**src/rtl/bs_serve_arbiter.sv**
```systemverilog
// rtl/bs_serve_arbiter.sv - round-robin SERVE_REG scheduler between pricing modules and DataManager
//
// Shares one packet DataManager among BSMODS pricing modules. Pending module
// requests are arbitrated round-robin. The winner is presented one-hot on
// serve_reg until DataManager answers with the matching reg_en strobe. The
// module is then granted for one cycle and pkt_count advances.
//
// Optional feature macro: SERVE_WDOG_EN
//   When it is defined, a transaction left in WAIT for WDOG_CYCLES cycles is
//   aborted without a grant, and the sticky wdog_err flag is set.
//   When it is undefined, WAIT is held indefinitely, wdog_err is tied 0 and
//   err_clr has no effect.
//
// Parameters
//   BSMODS       number of pricing modules / request lines (>= 2)
//   WDOG_CYCLES  WAIT cycles before a watchdog abort (>= 8)
//   CNT_W        width of pkt_count
//
// Ports
//   clock        in   rising-edge clock
//   reset_n      in   asynchronous active-low reset
//   req          in   level request per module, held until its grant pulse
//   out_of_data  in   DataManager OutOfData; 1 blocks new transactions
//   reg_en       in   DataManager regEn load strobe, one per module
//   serve_reg    out  one-hot SERVE_REG request to DataManager
//   grant        out  one-cycle one-hot pulse: module's packet was loaded
//   busy         out  1 while a transaction is outstanding
//   pkt_count    out  completed transactions, wraps
//   wdog_err     out  sticky watchdog abort flag
//   err_clr      in   synchronous clear of wdog_err

module bs_serve_arbiter #(
  parameter int BSMODS      = 2,
  parameter int WDOG_CYCLES = 64,
  parameter int CNT_W       = 16
) (
  input  logic              clock,
  input  logic              reset_n,
  input  logic [BSMODS-1:0] req,
  input  logic              out_of_data,
  input  logic [BSMODS-1:0] reg_en,
  output logic [BSMODS-1:0] serve_reg,
  output logic [BSMODS-1:0] grant,
  output logic              busy,
  output logic [CNT_W-1:0]  pkt_count,
  output logic              wdog_err,
  input  logic              err_clr
);

  localparam int PW = (BSMODS > 1) ? $clog2(BSMODS) : 1;

  typedef enum logic {
    S_IDLE = 1'b0,
    S_WAIT = 1'b1
  } state_t;

  state_t            state;
  logic [PW-1:0]     rr_ptr;
  logic [PW-1:0]     win_idx;
  logic [PW-1:0]     win_next;
  logic [PW-1:0]     pick_idx;
  logic              pick_found;
  logic [BSMODS-1:0] qual;
  logic              hit;
  logic              wdog_fire;
  int                pos;

  // A module still shows req during its own grant cycle. Masking it with
  // grant stops that module from being picked again immediately.
  assign qual = req & ~grant;

  // Only the strobe of the module being served completes the transaction.
  assign hit = |(reg_en & serve_reg);

  // Round-robin pick: the first qualified request at or above rr_ptr,
  // wrapping from BSMODS-1 back to 0.
  always_comb begin
    pick_found = 1'b0;
    pick_idx   = '0;
    pos        = 0;
    for (int k = 0; k < BSMODS; k++) begin
      pos = int'(rr_ptr) + k;
      if (pos >= BSMODS) begin
        pos = pos - BSMODS;
      end
      if (!pick_found && qual[PW'(pos)]) begin
        pick_found = 1'b1;
        pick_idx   = PW'(pos);
      end
    end
  end

  // After a completed or aborted transaction, the pointer moves one past
  // the winner.
  assign win_next = (win_idx == PW'(BSMODS - 1)) ? '0 : win_idx + PW'(1);

`ifdef SERVE_WDOG_EN
  localparam int WW = $clog2(WDOG_CYCLES + 1);

  logic [WW-1:0] wdog_cnt;

  // The fire condition becomes true on the WDOG_CYCLES-th WAIT cycle.
  // A matching strobe in that same cycle still wins.
  assign wdog_fire = (state == S_WAIT) && !hit &&
                     (wdog_cnt == WW'(WDOG_CYCLES - 1));

  always_ff @(posedge clock or negedge reset_n) begin
    if (!reset_n) begin
      wdog_cnt <= '0;
      wdog_err <= 1'b0;
    end else begin
      // The counter is held at 0 while IDLE, so every WAIT starts from 0.
      if (state == S_IDLE) begin
        wdog_cnt <= '0;
      end else if (!hit && !wdog_fire) begin
        wdog_cnt <= wdog_cnt + WW'(1);
      end

      // If the watchdog fires in the same cycle as err_clr, the set wins.
      if (wdog_fire) begin
        wdog_err <= 1'b1;
      end else if (err_clr) begin
        wdog_err <= 1'b0;
      end
    end
  end
`else
  logic unused_wdog;

  assign wdog_fire   = 1'b0;
  assign wdog_err    = 1'b0;
  assign unused_wdog = err_clr ^ (WDOG_CYCLES == 0);
`endif

  always_ff @(posedge clock or negedge reset_n) begin
    if (!reset_n) begin
      state     <= S_IDLE;
      serve_reg <= '0;
      grant     <= '0;
      busy      <= 1'b0;
      pkt_count <= '0;
      rr_ptr    <= '0;
      win_idx   <= '0;
    end else begin
      grant <= '0;
      case (state)
        S_IDLE: begin
          if (!out_of_data && pick_found) begin
            serve_reg <= BSMODS'(1) << pick_idx;
            win_idx   <= pick_idx;
            busy      <= 1'b1;
            state     <= S_WAIT;
          end else begin
            serve_reg <= '0;
          end
        end

        S_WAIT: begin
          // out_of_data and req changes are deliberately ignored here.
          // Once a transaction is issued, it runs until strobe or watchdog.
          if (hit) begin
            serve_reg <= '0;
            busy      <= 1'b0;
            grant     <= serve_reg;
            rr_ptr    <= win_next;
            pkt_count <= pkt_count + CNT_W'(1);
            state     <= S_IDLE;
          end else if (wdog_fire) begin
            serve_reg <= '0;
            busy      <= 1'b0;
            rr_ptr    <= win_next;
            state     <= S_IDLE;
          end
        end

        default: begin
          state     <= S_IDLE;
          serve_reg <= '0;
          busy      <= 1'b0;
        end
      endcase
    end
  end

endmodule

```
**config.mk**
```make
export PLATFORM = sky130hd
export DESIGN_NAME = bs_serve_arbiter
export DESIGN_NICKNAME = d
export VERILOG_FILES = /design/src/rtl/bs_serve_arbiter.sv
export SDC_FILE = /design/constraint.sdc
export NUM_CORES = 1
export LEC_CHECK = 0
export ABC_AREA = 1
export BUFFER_PORTS_ARGS = -buffer_cell sky130_fd_sc_hd__buf_2
export CORE_MARGIN = 10
export CORE_UTILIZATION = 51
export CTS_CLUSTER_DIAMETER = 150
export CTS_CLUSTER_SIZE = 30
export DETAILED_ROUTE_END_ITERATION = 10
export GPL_ROUTABILITY_DRIVEN = 0
export PLACE_DENSITY = 0.8
export SYNTH_ARGS = -nofsm -noshare
export SYNTH_HDL_FRONTEND = slang
export SYNTH_SLANG_ARGS = --single-unit
export TNS_END_PERCENT = 20
```
**constraint.sdc**
```tcl
create_clock -name clock -period 1.6 [get_ports clock]
set_input_delay 0.08 -clock clock [delete_from_list [all_inputs] [get_ports clock]]
set_output_delay 0.08 -clock clock [all_outputs]
set_load 0.1 [all_outputs]
```
---- After elaboration in Yosys (flattened, before gate mapping) ----
Index checks and enable logic that the tools add are counted.
word-level totals
  output and inout port bits .............. 22
  register bits after elaboration ......... 24
  word-level logic and storage cells ...... 53
cells by class
  $add $sub $neg .......................... 5
  reductions and logical operators ........ 8
  bitwise gates (word level) .............. 4
  equality and inequality tests ........... 2
  magnitude comparators ................... 4
  shift-type cells ........................ 1
  multiplexer cells ....................... 22
operators by type and width
  operator                 count
  $add A16 B1 Y16 const B  1
  $mux W1                  15
  $mux W2                  4
  $lt A1 B3 Y1 const B     2
  $reduce_and A2 Y1        3
  $pmux W1 S2              2
  $pmux W2 S2              1
  $add A1 B1 Y2 const B    1
  $and A2 B2 Y2            1
  $ge A1 B2 Y1 const B     1
  $ge A2 B2 Y1 const B     1
  $logic_and A1 B1 Y1      2
  $logic_not A1 Y1         2
  $ne A2 B1 Y1 const B     1
  $ne A2 B2 Y1 const B     1
  $not A1 Y1               2
  $reduce_or A2 Y1         1
  $shl A1 B1 Y2 const A    1
  $sub A1 B1 Y1 const B    2
  $add A1 B1 Y1 const B    1
  $and A1 B1 Y1            1

---- Logic depth before layout (Yosys ltp) ----
  depth after elaboration ................. 12
  gate-level depth with buffers ........... 9
  depth with buffers taken out ............ 9

---- Worst setup path before layout ----
No wires, ideal clock.
  path type ............................... register to register
  start ................................... reg pkt_count[0]
  end ..................................... reg pkt_count[10]
  setup time .............................. 122 ps
  buffers on the path ..................... 0
  setup slack ............................. -344 ps
  clock period less this slack ............ 1944 ps
  data required time ...................... 1478 ps
  data arrival time ....................... 1822 ps
  stages on the path, launching flop included .. 9
  path through ............................ dfrtp_1 -> ha_1 -> nand3_1 -> nor2_1 -> nand2_2 -> inv_1 -> nand2_1 -> nand2_1 -> nand2_1
between the ends
  longest elaborated chain between the ends .. 1
RTL lines
  element                   line  text
  start: declaration        45    output logic [CNT_W-1:0] pkt_count,
  start signal: assignment  166   pkt_count <= pkt_count + CNT_W'(1);
  $add A16 B1 Y16           166
Every way passes these cells.
A chain may end at the register's enable or synchronous reset.

---- Worst setup path after layout ----
  start ................................... reg pkt_count[0]
  end ..................................... reg pkt_count[8]
The elaborated chain is that of the path after synthesis.

==> reports/metrics.cfg <==
[status]
outcome = finished clean

[cts]
clk_latency_ps = 310
clk_pin_slew_worst_paths_ps = 130
clockBufferDepth = 2
clock_sinks = 24
cts_max_level = 1
cts_hold_buf = 1
cts_resized = 0
cts_tree = yes
postCtsSetupRepairBufs = 0
cts_root_buffer = clkbuf_4
cts_inserted_buffers = 3

[placed_design]
dp_hpwl_mm = 1.96
post_dp_cell_area_mm2 = 0.00136
numPortBuffers = 26

[drt]
route.detailed.wl_per_inst_um = 12.2
vias = 1011
routed_via_density = 4.88
ant_nets = 0
drt-total-wl_mm = 2.52
drt_first_pass_iters = 4
route.detailed.drc = 0
detail_route.iter0.violations = 54

[critical_path]
critical_path.top_delay_family = flip-flops
r2r-start = pkt_count[0]
crit_slowest_cell = dfrtp_2
crit_chain = ha_1 -> nand3_1 -> nor2_1 -> nand2_2 -> o21ai_0 -> nand2_1
critPathLaunchType = register
critPathLaunch = pkt_count[0]
crit_type = reg -> reg
critPathBufInv = 0
crit_fanout = 6
critPathMaxStageDelay_ps = 430
r2r_setup_slack_ps = 310
crit_arrival_ps = 1500
worstSetupEndpointType = register
required_ps = 1810

[floorplanning]
start_util = 0.538
dieWidth_um = 68.3
pin_count = 30
die_h_um = 68.3
fp.dieArea_mm2 = 0.00467
fp-row-count = 17
design.core.area_mm2 = 0.00221

[final_layout]
drive_gt1_frac = 0.285
multiInputGateArea_um2 = 504
largest_reg_flops = 16
final_nets = 189
area.growth.synth_to_final_pct = 17.8
register_area_um2 = 619
final_core_util = 0.634
filler_cell_count = 197
final_area_mm2 = 0.00140
num_antenna_cells = 0

[timing]
fin_crit_sh = 0.809
setup_violations = 0
fmax_ghz = 0.772
drv_slew = 0
rsz0062_at_grt = no
hold_violations = 0
skew_ps = 6.15
final.min_clock_period_ps = 1290
tns_ps = 0
maxSlewHeadroom = 0.648
hold_slack_ps = 115
worst_pin_slew_ps = 528

[power]
ir_drop_mv = 1.65
power.leakage_nw = 0.727
power_density_mw_per_mm2 = 1460
power_w = 0.00204

[global_routing]
grt_pass1_vias = 983
globalRouteTotalUtil = 0.117
grt_pass1_wl_mm = 4.29
grt-ovfl-total = 0
grt_max_degree = 25
grt_antenna_before_repair = 0

[logic_synthesis]
synth_commonest_cells = nand2_1 (48), dfrtp_1 (24), nor2_1 (22)
synth_top_area_cell = dfrtp_1
yosysWarnings = 0
synth_area_leaders = dfrtp_1 (50%), nand2_1 (15%), nor2_1 (6.9%)
synthCells = 150
synth_async_sr_flop_share = 1.00
synth_nets = 159
synth_edf_count = 0
syn-cell-area_mm2 = 0.00119
synth_top_area_frac = 0.504
yosys_register_bits = 24
synth_most_common_cell = nand2_1
seq_area_frac_synth = 0.504
synth_cell_types = 20
avgSynthCellArea_um2 = 7.94
synth_ff_type = dfrtp_1

[worst_hold_path]
hp-class = in -> reg
hold_path.startpoint = reg_en[1]

[flow_run]
cap_violations = 0

## report_power, final
group,switching [W],leakage [nW],internal [W]
Sequential,0.000113,0.294,0.000728
Combinational,0.000732,0.412,0.000148
Clock,0.000183,0.0210,0.000139
## layer usage
metal,part of all wire,up-vias,GRT usage
li1,-,518,-
met1,0.44,462,0.137
met2,0.49,27,0.201
met3,0.059,4,0.0343
met4,0.014,0,0.0377
met5,0,-,0
## final cells by class
class / instances / share of cell area
clock buffer: 4 / 0.0259
inverter: 18 / 0.0482
multi-input combinational: 106 / 0.359
sequential: 24 / 0.442
tap: 28 / 0.0250
timing repair buffer: 27 / 0.0999
## cell families after synthesis
| logic type | Yosys count | synth area share |
|---|---|---|
| adders and majority gates | 1 | 0.0105 |
| DFF | 24 | 0.504 |
| buffers and inverters | 20 | 0.0725 |
| and+or+nand+nor | 91 | 0.334 |
| AOI/OAI and AO/OA | 7 | 0.0315 |
| xor gates and xnor gates | 6 | 0.0441 |
| other | 1 | 0.00315 |
## worst paths after layout
check / depth (start not counted) / to
max in group asynchronous: 2 / pkt_count[12]
hold reg to reg: 1 / rr_ptr
setup / recovery: 6 / pkt_count[8]
min in group asynchronous: 2 / pkt_count[3]
hold / removal: 4 / state
setup reg to reg: 6 / pkt_count[8]
## tightest hold or removal path: stages
cell and delay (ps):
buf_2 70, nand2_1 70, nand3_1 120, nand2_1 60
## cell usage in the layout, fill, tap and decap left out, drive strengths merged
master       count
nand2           52
buf             26
dfrtp           24
nor2            23
inv             18
nand3            9
o21ai            5
xor2             4
nand3b           4
clkbuf           4
xnor2            2
o22ai            2
nand4            2
nor2b            1
ha               1
conb             1
dlygate4sd3      1
## per-stage QoR
step | instances | worst slack, ps
2_1_floorplan | 150 | 4.26
3_3_place_gp | 202 | 369
3_5_place_dp | 202 | 320
4_1_cts | 207 | 296
5_1_grt | 207 | 192
6_report | 207 | 305
No activity file was read; power rests on OpenSTA's default activity.
